[src/rtl/fetch_unit.sv]
// Instruction-fetch stage: owns the PC, fetches from instruction memory over a
// req/ack handshake, and holds each fetched word in the IR until the decoder accepts it.
module fetch_unit #(
  parameter int                 ADDR_W   = 16,
  parameter int                 INSTR_W  = 16,
  parameter logic [ADDR_W-1:0]  RESET_PC = '0,
  parameter int                 BR_OFF_W = 6,
  parameter int                 MAX_WAIT = 15
) (
  input  logic               clk,
  input  logic               rst,
  output logic               imem_req,
  output logic [ADDR_W-1:0]  imem_addr,
  input  logic               imem_ack,
  input  logic [INSTR_W-1:0] imem_rdata,
  output logic [INSTR_W-1:0] im_out,
  output logic               ir_valid,
  input  logic               ir_accept,
  input  logic               take_branch,
  input  logic               take_jump,
  input  logic               stall,
  output logic [ADDR_W-1:0]  pc_out,
  output logic               imem_err
);

  localparam int JMP_W  = 10;
  localparam int WAIT_W = (MAX_WAIT < 2) ? 1 : $clog2(MAX_WAIT + 1);
  localparam logic [WAIT_W-1:0] WAIT_LAST = WAIT_W'(MAX_WAIT);

  typedef enum logic [1:0] {
    FETCH = 2'd0,
    HOLD  = 2'd1,
    ERROR = 2'd2
  } state_t;

  state_t              state_q;
  logic [ADDR_W-1:0]   pc_q;
  logic [INSTR_W-1:0]  ir_q;
  logic [WAIT_W-1:0]   wait_q;

  logic [ADDR_W-1:0]   pc_inc;
  logic [ADDR_W-1:0]   br_off;
  logic [ADDR_W-1:0]   next_pc;

  assign pc_inc = pc_q + ADDR_W'(1);
  assign br_off = {{(ADDR_W-BR_OFF_W){ir_q[BR_OFF_W-1]}}, ir_q[BR_OFF_W-1:0]};

  // Jump keeps the upper PC bits of the sequential successor and replaces the low page.
  always_comb begin
    next_pc = pc_inc;
    if (take_jump)
      next_pc = {pc_inc[ADDR_W-1:JMP_W], ir_q[JMP_W-1:0]};
    else if (take_branch)
      next_pc = pc_inc + br_off;
  end

  always_ff @(posedge clk) begin
    if (rst) begin
      state_q <= FETCH;
      pc_q    <= RESET_PC;
      ir_q    <= '0;
      wait_q  <= '0;
    end else if (!stall) begin
      case (state_q)
        FETCH: begin
          if (imem_ack) begin
            ir_q    <= imem_rdata;
            state_q <= HOLD;
            wait_q  <= '0;
          end else if (wait_q == WAIT_LAST) begin
            state_q <= ERROR;
          end else begin
            wait_q  <= wait_q + WAIT_W'(1);
          end
        end
        HOLD: begin
          if (ir_accept) begin
            pc_q    <= next_pc;
            state_q <= FETCH;
            wait_q  <= '0;
          end
        end
        ERROR: begin
          state_q <= ERROR;
        end
        default: begin
          state_q <= ERROR;
        end
      endcase
    end
  end

  // The request is masked during reset so an abandoned fetch never reaches memory.
  assign imem_req  = (state_q == FETCH) && !rst;
  assign imem_addr = pc_q;
  assign im_out    = ir_q;
  assign ir_valid  = (state_q == HOLD);
  assign pc_out    = pc_q;
  assign imem_err  = (state_q == ERROR);

endmodule

[config.mk]
export PLATFORM = sky130hd
export DESIGN_NAME = fetch_unit
export DESIGN_NICKNAME = d
export VERILOG_FILES = /design/src/rtl/fetch_unit.sv
export SDC_FILE = /design/constraint.sdc
export NUM_CORES = 1
export LEC_CHECK = 0
export ABC_AREA = 0
export BUFFER_PORTS_ARGS = -buffer_cell sky130_fd_sc_hd__buf_4
export CORE_AREA = 4 4 78 80
export DETAILED_ROUTE_END_ITERATION = 10
export DIE_AREA = 0 0 82 84
export GPL_TIMING_DRIVEN = 0
export PLACE_DENSITY = 0.82
export SETUP_SLACK_MARGIN = 0.1
export SLEW_MARGIN = 15
export SYNTH_ARGS = -nofsm -noshare
export SYNTH_HDL_FRONTEND = slang
export SYNTH_SLANG_ARGS = --single-unit
[constraint.sdc]
create_clock -name clk -period 3.6 [get_ports clk]
set_input_delay 0.72 -clock clk [delete_from_list [all_inputs] [get_ports clk]]
set_output_delay 0.72 -clock clk [all_outputs]
set_load 0.02 [all_outputs]
# ---- Word-level counts from Yosys, hierarchy flattened
# Index checks and enable logic that the tools add are counted.
dict set report classes {
  add_sub_neg 3
  reduce_logical 8
  bitwise 1
  eq_ne 6
  mux 10
}
# op count
set ops {}
lappend ops {{2-to-1 mux 16 bit} 2}
lappend ops {{adder 16 x 1 -> 16 bit, second input constant} 1}
lappend ops {{adder 16 bit} 1}
lappend ops {{2-to-1 mux 4 bit} 3}
lappend ops {{AND reduction 3 bit} 3}
lappend ops {{one-hot mux 4 bit (2 select lines)} 1}
lappend ops {{2-to-1 mux 2 bit} 3}
lappend ops {{!= test 3 bit, second input constant} 2}
lappend ops {{adder 4 x 1 -> 4 bit, second input constant} 1}
lappend ops {{equality test 4 bit, second input constant} 1}
lappend ops {{one-hot mux 2 bit (2 select lines)} 1}
lappend ops {{AND reduction 4 bit} 1}
lappend ops {{equality test 2 x 1 -> 1 bit, second input constant} 1}
lappend ops {{equality test 2 bit, second input constant} 1}
lappend ops {{logical NOT 2 bit} 1}
lappend ops {{!= test 2 x 1 -> 1 bit, second input constant} 1}
lappend ops {{nonzero test 2 bit} 1}
lappend ops {{logical AND 1 bit} 1}
lappend ops {{logical NOT 1 bit} 1}
lappend ops {{NOT 1 bit} 1}
dict set report totals {
  regBits 38
  word_cells 32
  in_bits 23
  out_inout_bits 51
}

# ---- Longest topological paths before layout
# Gate-level depths: netlist of the first run.
dict set report logic_depth {
  word_depth 4
  depth_mapped 14
  ltp_nobuf 14
}

# ---- Least setup slack after synthesis of the first run
# Ideal clock, no wire load.
dict set report synth_timing {
  path_kind {reg2reg}
  from {register pc_q[0], in the netlist imem_addr[0]}
  to {register pc_q[15], in the netlist imem_addr[15]}
  setup_time_ns 0.123
  slack_ns 0.269
  stages_incl_launch_ff 14
  t_arrival_ns 3.207
  synth_period_minus_slack_ns 3.331
  t_required_ns 3.477
  n_path_buf 0
  cell_sequence {dfxtp_1 -> ha_1 -> nand3_1 -> nor2_1 -> nand4_1 -> xnor2_1 -> ha_1 -> and3_1 -> and3_1 -> o21a_1 -> a21o_1 -> a211oi_2 -> mux2i_1 -> mux2_1}
}
dict set report synth_between {
  elab_chain_len 4
}
# item line_no
set synth_lines {}
lappend synth_lines {{from (decl)} 37} ;# logic [ADDR_W-1:0] pc_q;
lappend synth_lines {{from (signal assigned)} 78} ;# pc_q <= next_pc;
lappend synth_lines {{adder 16 x 1 -> 16 bit *} 45} ;# assign pc_inc = pc_q + ADDR_W'(1);
lappend synth_lines {{adder 16 bit} 54} ;# next_pc = pc_inc + br_off;
lappend synth_lines {{2-to-1 mux 16 bit} 53} ;# else if (take_branch)
lappend synth_lines {{2-to-1 mux 16 bit *} 51} ;# if (take_jump)
# Mark *: on every way between the ends. The rest lies on a longest branch, timed or not.
# A chain may end at the register's enable or synchronous reset.

# ---- Worst setup path after layout of the first run
dict set report layout_timing {
  from {register pc_q[1], in the netlist imem_addr[1]}
  to {register pc_q[15], in the netlist imem_addr[15]}
}
# The elaborated chain is that of the path after synthesis.

==> results of run 1 <==
## layer usage
metal / global-route usage / vias to the layer above / wire length (um)
met5: 0 / - / 0
met2: 0.364 / 105 / 3720
met1: 0.302 / 1360 / 3490
met4: 0.0634 / 0 / 85
met3: 0.0551 / 10 / 575
li1: - / 1481 / -
## what timing repair did
| item | in CTS | in global routing |
|---|---|---|
| gates resized for setup | 3 | 10 |
| pin swaps | 1 | 3 |
| setup buffers | 0 | 2 |
| endpoints found under the setup margin | 1 | 1 |
## power groups by stage
stage | registers, uW | clock network [uW] | logic (uW)
2_1_floorplan | 470 | 0 | 103
3_3_place_gp | 459 | 0 | 182
3_5_place_dp | 460 | 0 | 187
4_1_cts | 450 | 459 | 187
5_1_grt | 453 | 480 | 209
6_report | 450 | 457 | 189
## state kept, by name, summed over array words and instances (netlist names)
name,count
im_out,16
imem_addr,16
wait_q,4
state_q,2
## logic make-up after synthesis
| kind of cell | share of synthesized area |
|---|---|
| buffers and inverters | 0.0766 |
| AO/OA/AOI/OAI | 0.236 |
| XOR/XNOR | 0.0647 |
| AND/OR/NAND/NOR | 0.233 |
| multiplexers | 0.0216 |
| adder cells (fa/ha/maj) | 0.0995 |
| flip-flops | 0.268 |
## cell usage in the layout (no fill, tap or decap), types with 7 or more instances in the layout
cell type / instances
a21o_1: 8
nor2_1: 28
nand3_1: 9
nand2_1: 65
inv_1: 7
xor2_1: 9
ha_1: 19
xnor2_1: 10
buf_4: 91
a21oi_1: 51
o211ai_1: 8
clkbuf_1: 9
o21ai_0: 16
dfxtp_1: 35
## how the worst max path moves through the flow
| stage | startpoint | endpoint | slack [ns] | cells after the start |
|---|---|---|---|---|
| final | imem_addr[1] | imem_addr[15] | 0.27 | 13 |
| after global routing | imem_addr[1] | imem_addr[15] | 0.07 | 13 |
| after CTS | imem_addr[1] | imem_addr[15] | 0.10 | 13 |
| after detailed placement | imem_addr[0] | imem_addr[15] | -0.12 | 13 |
| after global placement | imem_addr[0] | imem_addr[15] | -0.04 | 13 |
| after floorplan | imem_addr[0] | imem_addr[15] | 0.27 | 13 |
## metrics by stage
step	instance area, sq um	hold WS [ns]
floorplan	2840	0.458
detailed placement	3470	0.450
global placement	3470	0.443
CTS	3620	0.461
finish	3680	0.460
global route	3680	0.488
## cells in the mapped netlist (4+ instances only)
library cell	count	area, sq um
dfxtp_1	38	761
nor2b_1	5	31.3
nand4_1	5	31.3
xor2_1	10	87.6
o211ai_1	8	60.1
ha_1	21	263
and3_1	4	25.0
a21o_1	8	60.1
nand3b_1	5	37.5
nand2_1	65	244
inv_1	7	26.3
clkbuf_1	9	33.8
a21oi_1	51	255
buf_4	17	128
nor2_1	29	109
nand3_1	10	50.1
nor3_1	6	30.0
mux2i_1	5	50.1
o21ai_0	16	80.1
xnor2_1	11	96.3
a211oi_1	6	45.0
## worst min-delay path: cells and delay by family, from the launching register on
family	cells	cell delay (ns)
DFF	1	0.31
and+or+nand+nor	1	0.05
AOI/OAI and AO/OA	1	0.05
## area by class of cell
type,count,area [sq um]
buffer,30,188
clock buffer,6,82.6
clock inverter,2,60.1
fill,495,1720
inverter,8,30.0
multi-input combinational,301,1910
sequential,38,767
tap,72,90.1
timing repair buffer,74,556
==> impl_metrics.json, run 1 <==
{
  "rr_startpoint": "imem_addr[1]",
  "sw_frac_of_total": 0.262,
  "timing.rr.end": "imem_addr[15]",
  "postSynthAreaPerCell_sq_um": 7.54,
  "power.density_nw_per_um2": 298,
  "result_of_the_run": "completed",
  "power.share.sequential": 0.411,
  "numClockSinks": 38,
  "setup-violations-final": 0,
  "clock_insertion_delay_worst_skew_ns": 0.29,
  "globalplace.congestion": 0.913,
  "timing.critical_path.buf_inv": 0,
  "netlist_area_sq_um": 2840,
  "path_max_fanout": 8,
  "routed_wire_length_per_instance_um": 14.8,
  "synth.distinct_cells": 51,
  "htreeDepth": 2,
  "cp_slowest_stage_delay_ns": 0.40,
  "crit_path_top_delay_cell": "dfxtp_2",
  "grt-ovfl-total": 0,
  "leakage_uw": 0.00169,
  "final_util": 0.681,
  "cap_viol_max_count": 0,
  "whs_path_depth": 2,
  "layout.nets": 503,
  "cts_tree": "done",
  "drive_above_1_share": 0.266,
  "worst_setup_hold_path_clk_slew_ns": 0.08,
  "numCtsBuffers": 5,
  "die-height_um": 84,
  "cp_top_delay_family": "simple AND/OR/NAND/NOR gates",
  "postRouteAntennaNets": 0,
  "instances_no_fill": 531,
  "finalCriticalPeriod_ns": 3.33,
  "setup_tns_ns": 0,
  "maxClockFrequency_mhz": 300,
  "detail_route.wirelength_um": 7870,
  "critical_path.startpoint_type": "flop",
  "cpMostUsedCell": "and3_1",
  "die-area_sq_um": 6890,
  "groute.usage.overall": 0.228,
  "fin_total_pwr_uw": 1100,
  "setup_repair_after_global_routing_missed_its_margin": "no",
  "power_report.internal_total_uw": 809,
  "grt_antenna_before_repair": 0,
  "worstHoldEndpoint": "im_out[11]",
  "synth-async-reset-ratio": 0,
  "postSynth.topFlopCell": "dfxtp_1",
  "syn_to_final_growth_pct": 29.5,
  "netSwitchingPower_uw": 287,
  "period_share": 0.925,
  "core.rowCount": 27,
  "core_sq_um": 5410,
  "diodes": 0,
  "synthesis.instances": 377,
  "timing.clock.skew_ns": 0.00517,
  "detailedRoute.firstIterationViolations": 192,
  "initial_utilization": 0.526,
  "cts_hold_repair.buffers": 0,
  "post-dp-hpwl_um": 5790,
  "power.clock.fraction": 0.417,
  "final_hold_violations": 0,
  "dieWidth_um": 82,
  "grt_max_degree": 22,
  "worstPathArrival_ns": 3.51,
  "place_inst": 521,
  "buffers_from_clock_root_to_sink_at_most": 2,
  "cts.root.buffer_cell": "clkbuf_8",
  "fin_ws_ns": 0.269,
  "ir_drop_mv": 0.240,
  "max_slew_margin": 0.419,
  "drc": 0,
  "regToRegSetupSlack_ns": 0.27,
  "combinationalPowerShare": 0.173,
  "cells_traversed_along_the_worst_timing_path": "ha_2 -> nand3_2 -> nor2_4 -> nand4_1 -> xnor2_2 -> ha_4 -> and3_1 -> and3_1 -> o21a_1 -> a21o_1 -> a211oi_2 -> mux2i_1 -> mux2_1",
  "hold_path_class": "reg2reg",
  "place_ws_ns": -0.116,
  "setup.worst_path.class": "reg2reg",
  "max_slew.worst_pin.slew_ns": 0.870,
  "first_global_vias": 2729,
  "drt_pass_1_iters": 4,
  "worstHoldStart": "im_out[11]",
  "syn_nets": 422,
  "design.portCount": 74,
  "detail_route.vias_per_cell": 5.57,
  "yosysSeqAreaShare": 0.268,
  "vias": 2956,
  "synth_edf_count": 0,
  "timing.final.max_slew_violations": 0,
  "yosys_warnings": 0,
  "postSynthRegisterBits": 38,
  "critical_path_required_ns": 3.78,
  "grt_pass1_wl_um": 12600,
  "worstSetupEndpointType": "flop",
  "worst_r2r_path_depth": 13,
  "buffer_ports.inserted": 72
}
(Power assumes the default switching activity.)
==> run 2: changes to the inputs <==
--- a/config.mk
+++ b/config.mk
@@ -7,9 +7,9 @@
 export LEC_CHECK = 0
 export ABC_AREA = 0
 export BUFFER_PORTS_ARGS = -buffer_cell sky130_fd_sc_hd__buf_4
-export CORE_AREA = 4 4 78 80
+export CORE_AREA = 2 2 76 78
 export DETAILED_ROUTE_END_ITERATION = 10
-export DIE_AREA = 0 0 82 84
+export DIE_AREA = 0 0 78 80
 export GPL_TIMING_DRIVEN = 0
 export PLACE_DENSITY = 0.82
 export SETUP_SLACK_MARGIN = 0.1
==> run 2 against run 1 <==
  * Routed wire length decreased by 1.3%
  * Register-to-register slack got worse by 0.03 ns
  * Global-route usage grew 2.5 points
  * Clock power shrank 34%
  * Largest power group is now sequential cells
  * Critical path depth did not move
  * Sequential power is essentially flat
  * Maximum frequency down 0.89%
  * Power is 14% lower
==> impl_metrics.json, run 2 (synthesis gave the netlist of run 1 again) <==
{
  "result_of_the_run": "completed",
  "cp_slowest_stage_delay_ns": 0.39,
  "timing.final.max_slew_violations": 0,
  "globalplace.congestion": 0.963,
  "numClockSinks": 38,
  "finalCriticalPeriod_ns": 3.36,
  "critical_path.startpoint_type": "flop",
  "maxClockFrequency_mhz": 298,
  "core_sq_um": 5410,
  "detail_route.vias_per_cell": 5.52,
  "core.rowCount": 27,
  "worst_setup_hold_path_clk_slew_ns": 0.08,
  "instances_no_fill": 531,
  "period_share": 0.934,
  "buffer_ports.inserted": 72,
  "max_slew_margin": 0.456,
  "combinationalPowerShare": 0.202,
  "setup.worst_path.class": "reg2reg",
  "timing.critical_path.buf_inv": 0,
  "syn_to_final_growth_pct": 26.9,
  "numCtsBuffers": 5,
  "buffers_from_clock_root_to_sink_at_most": 2,
  "clock_insertion_delay_worst_skew_ns": 0.30,
  "power.clock.fraction": 0.319,
  "detailedRoute.firstIterationViolations": 218,
  "worstSetupEndpointType": "flop",
  "place_inst": 521,
  "max_slew.worst_pin.slew_ns": 0.810,
  "drc": 0,
  "groute.usage.overall": 0.253,
  "worstPathArrival_ns": 3.55,
  "fillerInstances": 483,
  "vias": 2933,
  "first_global_vias": 2704,
  "die-height_um": 80,
  "grt_pass1_wl_um": 12600,
  "htreeDepth": 2,
  "dpl-instance-area_sq_um": 3470,
  "path_max_fanout": 8,
  "diodes": 0,
  "postRouteAntennaNets": 0,
  "cp_top_delay_family": "simple AND/OR/NAND/NOR gates",
  "layout.nets": 504,
  "setup-violations-final": 0,
  "sw_frac_of_total": 0.313,
  "initial_utilization": 0.526,
  "power_report.internal_total_uw": 646,
  "leakage_uw": 0.00165,
  "routed_wire_length_per_instance_um": 14.6,
  "detail_route.wirelength_um": 7770,
  "setup_tns_ns": 0,
  "critical_path_required_ns": 3.79,
  "timing.clock.skew_ns": 0.00439,
  "drive_above_1_share": 0.264,
  "hold_path_class": "reg2reg",
  "finalInstanceArea_sq_um": 3610,
  "design.portCount": 74,
  "cts_tree": "done",
  "netSwitchingPower_uw": 294,
  "setup_repair_after_global_routing_missed_its_margin": "no",
  "power.density_nw_per_um2": 261,
  "grt_max_degree": 22,
  "cells_traversed_along_the_worst_timing_path": "ha_2 -> nand3_2 -> nor2_4 -> nand4_1 -> xnor2_1 -> ha_2 -> and3_1 -> and3_1 -> o21a_1 -> a21o_1 -> a211oi_2 -> mux2i_1 -> mux2_1",
  "final_util": 0.667,
  "grt-ovfl-total": 0,
  "cts.root.buffer_cell": "clkbuf_8",
  "ir_drop_mv": 0.225,
  "post-dp-hpwl_um": 5670,
  "crit_path_top_delay_cell": "dfxtp_4",
  "drt_pass_1_iters": 4,
  "final_common_cell": "buf_4",
  "grt_antenna_before_repair": 0,
  "power.share.sequential": 0.479,
  "cts_hold_repair.buffers": 0,
  "cap_viol_max_count": 0,
  "die-area_sq_um": 6240,
  "dieWidth_um": 78,
  "final_hold_violations": 0,
  "final_cell_mix": "buf_4, nand2_1, a21oi_1, dfxtp_1, nor2_1"
}
run 2: per-layer routing:
metal | wire (um) | vias up | share of wire | GRT usage
met4 | 129 | 0 | 0.017 | 0.0754
li1 | - | 1477 | - | -
met5 | 0 | - | 0 | 0
met3 | 578 | 12 | 0.074 | 0.0645
met1 | 3360 | 1342 | 0.43 | 0.320
met2 | 3690 | 102 | 0.48 | 0.425
run 2: what timing repair did:
item | 4_1_cts | 5_1_grt
endpoints found under the setup margin | 1 | 1
gates resized for setup | 3 | 8
setup buffers | 0 | 3
gates cloned | 0 | 0
pin swaps | 0 | 3
run 2: power by group through the flow:
stage | clock (uW) | sequential (uW) | combinational [uW]
floorplan | 0 | 470 | 103
global placement | 0 | 459 | 182
detailed placement | 0 | 460 | 186
CTS | 306 | 450 | 187
global route | 322 | 452 | 209
finish | 300 | 450 | 190
run 2: path summary, 6_finish.rpt:
kind,slack (ns),cells past startpoint,startpoint,endpoint
setup / recovery,0.24,13,imem_addr[0],imem_addr[15]
hold / removal,0.46,2,im_out[13],im_out[13]
setup reg to reg,0.24,13,imem_addr[0],imem_addr[15]
hold reg to reg,0.46,2,im_out[13],im_out[13]
run 2: cell type report:
| cell class | count | area, sq um | share of cell area |
|---|---|---|---|
| timing repair buffer | 75 | 563 | 0.156 |
| inverter | 8 | 30.0 | 0.00833 |
| tap | 72 | 90.1 | 0.0250 |
| clock inverter | 2 | 15.0 | 0.00416 |
| multi-input combinational | 301 | 1880 | 0.522 |
| buffer | 30 | 188 | 0.0520 |
| clock buffer | 5 | 68.8 | 0.0191 |
| sequential | 38 | 768 | 0.213 |
run 2: stage by stage:
stage / total power [uW] / hold WS [ns] / worst slack [ns]
after floorplan: 573 / 0.458 / 0.269
after global placement: 641 / 0.443 / 0.0122
after detailed placement: 646 / 0.451 / -0.0239
after CTS: 943 / 0.460 / 0.150
after global routing: 983 / 0.482 / 0.0636
final: 939 / 0.460 / 0.239
run 2: worst min-delay path, delay by kind of cell (launching register included):
| family | cells | cell delay [ns] |
|---|---|---|
| DFF | 1 | 0.31 |
| AOI/OAI and AO/OA | 1 | 0.05 |
| and+or+nand+nor | 1 | 0.05 |
==> run 3: changes to the inputs <==
--- a/config.mk
+++ b/config.mk
@@ -6,7 +6,7 @@
 export NUM_CORES = 1
 export LEC_CHECK = 0
 export ABC_AREA = 0
-export BUFFER_PORTS_ARGS = -buffer_cell sky130_fd_sc_hd__buf_4
+export BUFFER_PORTS_ARGS = -buffer_cell sky130_fd_sc_hd__buf_2
 export CORE_AREA = 2 2 76 78
 export DETAILED_ROUTE_END_ITERATION = 10
 export DIE_AREA = 0 0 78 80
==> run 3 against run 2 <==
  * Combinational power fell by 9%
  * Largest power group is now clock
  * Count of clock-buffer cells in the layout rose by 1
  * Flip-flop and latch count stayed put
  * Core utilization down 2.4 points
  * Critical endpoint unchanged
  * Via count rose by 1.1%
  * Sequential power hardly changed
  * Clock skew grew 0.0075 ns
==> impl_metrics.json, run 3 (synthesis gave the netlist of run 1 again) <==
{
  "finalInstanceArea_sq_um": 3480,
  "grt_antenna_before_repair": 0,
  "grt_met3_usage": 0.0554,
  "fillerInstances": 497,
  "ir_drop_mv": 0.258,
  "groute.usage.overall": 0.247,
  "dieWidth_um": 78,
  "netSwitchingPower_uw": 294,
  "critical_path.startpoint_type": "flop",
  "layout.nets": 502,
  "detail_route.vias_per_cell": 5.59,
  "place_ws_ns": -0.0623,
  "final_hold_violations": 0,
  "finalCriticalPeriod_ns": 3.33,
  "htreeDepth": 2,
  "vias": 2965,
  "max_slew.worst_pin.slew_ns": 0.807,
  "design.portCount": 74,
  "leakage_uw": 0.00167,
  "cts.root.buffer_cell": "clkbuf_8",
  "drive_above_1_share": 0.262,
  "die-area_sq_um": 6240,
  "rr_startpoint": "imem_addr[4]",
  "postRouteAntennaNets": 0,
  "core.rowCount": 27,
  "detailedRoute.firstIterationViolations": 196,
  "timing.rr.end": "imem_addr[15]",
  "cap_viol_max_count": 0,
  "buffers_from_clock_root_to_sink_at_most": 2,
  "path_max_fanout": 7,
  "diodes": 0,
  "final_cell_mix": "buf_2, nand2_1, a21oi_1, dfxtp_1, nor2_1",
  "die-height_um": 80,
  "setup.worst_path.class": "reg2reg",
  "hold_path_class": "reg2reg",
  "numCtsBuffers": 5,
  "globalplace.congestion": 0.917,
  "drc": 0,
  "groute.layer.met2.usage": 0.424,
  "worstSetupEndpointType": "flop",
  "grt_pass1_wl_um": 12400,
  "period_share": 0.924,
  "worstHoldStart": "im_out[12]",
  "drt_pass_1_iters": 4,
  "grt-busiest-layer": "met2",
  "detail_route.wirelength_um": 7580,
  "buffer_ports.inserted": 72,
  "routed_wire_length_per_instance_um": 14.3,
  "power.density_nw_per_um2": 313,
  "core_sq_um": 5410,
  "grt_max_degree": 22,
  "power_report.internal_total_uw": 794,
  "result_of_the_run": "completed",
  "maxClockFrequency_mhz": 301,
  "grt-ovfl-total": 0,
  "clock_insertion_delay_worst_skew_ns": 0.30,
  "worst_setup_hold_path_clk_slew_ns": 0.09,
  "max_slew_margin": 0.461,
  "regToRegSetupSlack_ns": 0.27,
  "worstHoldEndpoint": "im_out[12]",
  "worstPathArrival_ns": 3.51,
  "sw_frac_of_total": 0.270,
  "cts_tree": "done",
  "power.share.sequential": 0.413,
  "first_global_vias": 2748,
  "critical_path_required_ns": 3.78,
  "whs_path_depth": 2,
  "grt_util_met1": 0.305,
  "timing.final.max_slew_violations": 0,
  "numClockSinks": 38,
  "post-dp-hpwl_um": 5620,
  "dpl-instance-area_sq_um": 3290,
  "timing.clock.skew_ns": 0.0119,
  "initial_utilization": 0.526,
  "power.clock.fraction": 0.428,
  "syn_to_final_growth_pct": 22.3,
  "setup-violations-final": 0,
  "fin_ws_ns": 0.273,
  "worst_r2r_path_depth": 12,
  "combinationalPowerShare": 0.159,
  "setup_repair_after_global_routing_missed_its_margin": "no",
  "final_common_cell": "buf_2"
}
[run 3: cell types whose count changed in the layout (fill, tap and decap cells not counted), sizes merged]
cell      change
buf           -2
bufinv        +2
clkinvlp      -2
clkbuf        +1
[run 3: repair_timing]
item                                   4_1_cts  5_1_grt
pin swaps                                    0        1
setup endpoints to repair                    1        1
endpoints found under the hold margin        0        0
buffers inserted                             0        1
hold buffers                                 0        0
resized for setup                            3        8
[run 3: how the worst max path moves through the flow]
stage / from / to / slack, ns / depth (start not counted)
after floorplan: imem_addr[0] / imem_addr[15] / 0.27 / 13
after global placement: imem_addr[0] / imem_addr[15] / 0.01 / 13
after detailed placement: imem_addr[0] / imem_addr[15] / -0.06 / 13
after CTS: imem_addr[1] / imem_addr[15] / 0.11 / 13
after global routing: imem_addr[0] / imem_addr[15] / 0.1 / 13
final: imem_addr[4] / imem_addr[15] / 0.27 / 12
[run 3: critical path: stages (launching register included)]
cell,delay [ns]
dfxtp_1,0.46
nand3_1,0.18
nand2b_2,0.29
nor2_1,0.14
xor2_1,0.25
ha_1,0.32
and3_1,0.20
and3_1,0.18
o21a_1,0.18
a21o_1,0.18
a211oi_2,0.26
mux2i_1,0.23
mux2_1,0.33
[run 3: cell type report]
| type | instances | area [sq um] | share of cell area |
|---|---|---|---|
| Multi-Input combinational cell | 301 | 1890 | 0.544 |
| Sequential cell | 38 | 767 | 0.221 |
| Timing Repair Buffer | 73 | 368 | 0.106 |
| Buffer | 30 | 188 | 0.0540 |
| Tap cell | 72 | 90.1 | 0.0259 |
| Clock buffer | 6 | 82.6 | 0.0238 |
| Clock inverter | 2 | 60.1 | 0.0173 |
| Inverter | 8 | 30.0 | 0.00864 |
[run 3: through the flow]
step | cells | util | hold slack, ns | TNS (ns) | total power [uW]
CTS | 529 | 0.637 | 0.455 | 0 | 1090
global placement | 521 | 0.609 | 0.440 | 0 | 624
detailed placement | 521 | 0.609 | 0.444 | -0.0623 | 630
floorplan | 377 | - | 0.458 | 0 | 573
global route | 530 | 0.643 | 0.471 | 0 | 1130
finish | 530 | 0.643 | 0.454 | 0 | 1090
[run 3: routing by layer]
metal | wire (um) | up-vias | share of wire
li1 | - | 1476 | -
met1 | 3250 | 1368 | 0.43
met2 | 3640 | 109 | 0.48
met3 | 592 | 12 | 0.078
met4 | 101 | 0 | 0.013
met5 | 0 | - | 0
[run 3: power groups by stage]
stage / sequential, uW / clock (uW) / combinational [uW]
after global routing: 452 / 487 / 192
final: 449 / 465 / 173
after global placement: 459 / 0 / 166
after floorplan: 470 / 0 / 103
after detailed placement: 460 / 0 / 171
after CTS: 450 / 467 / 172
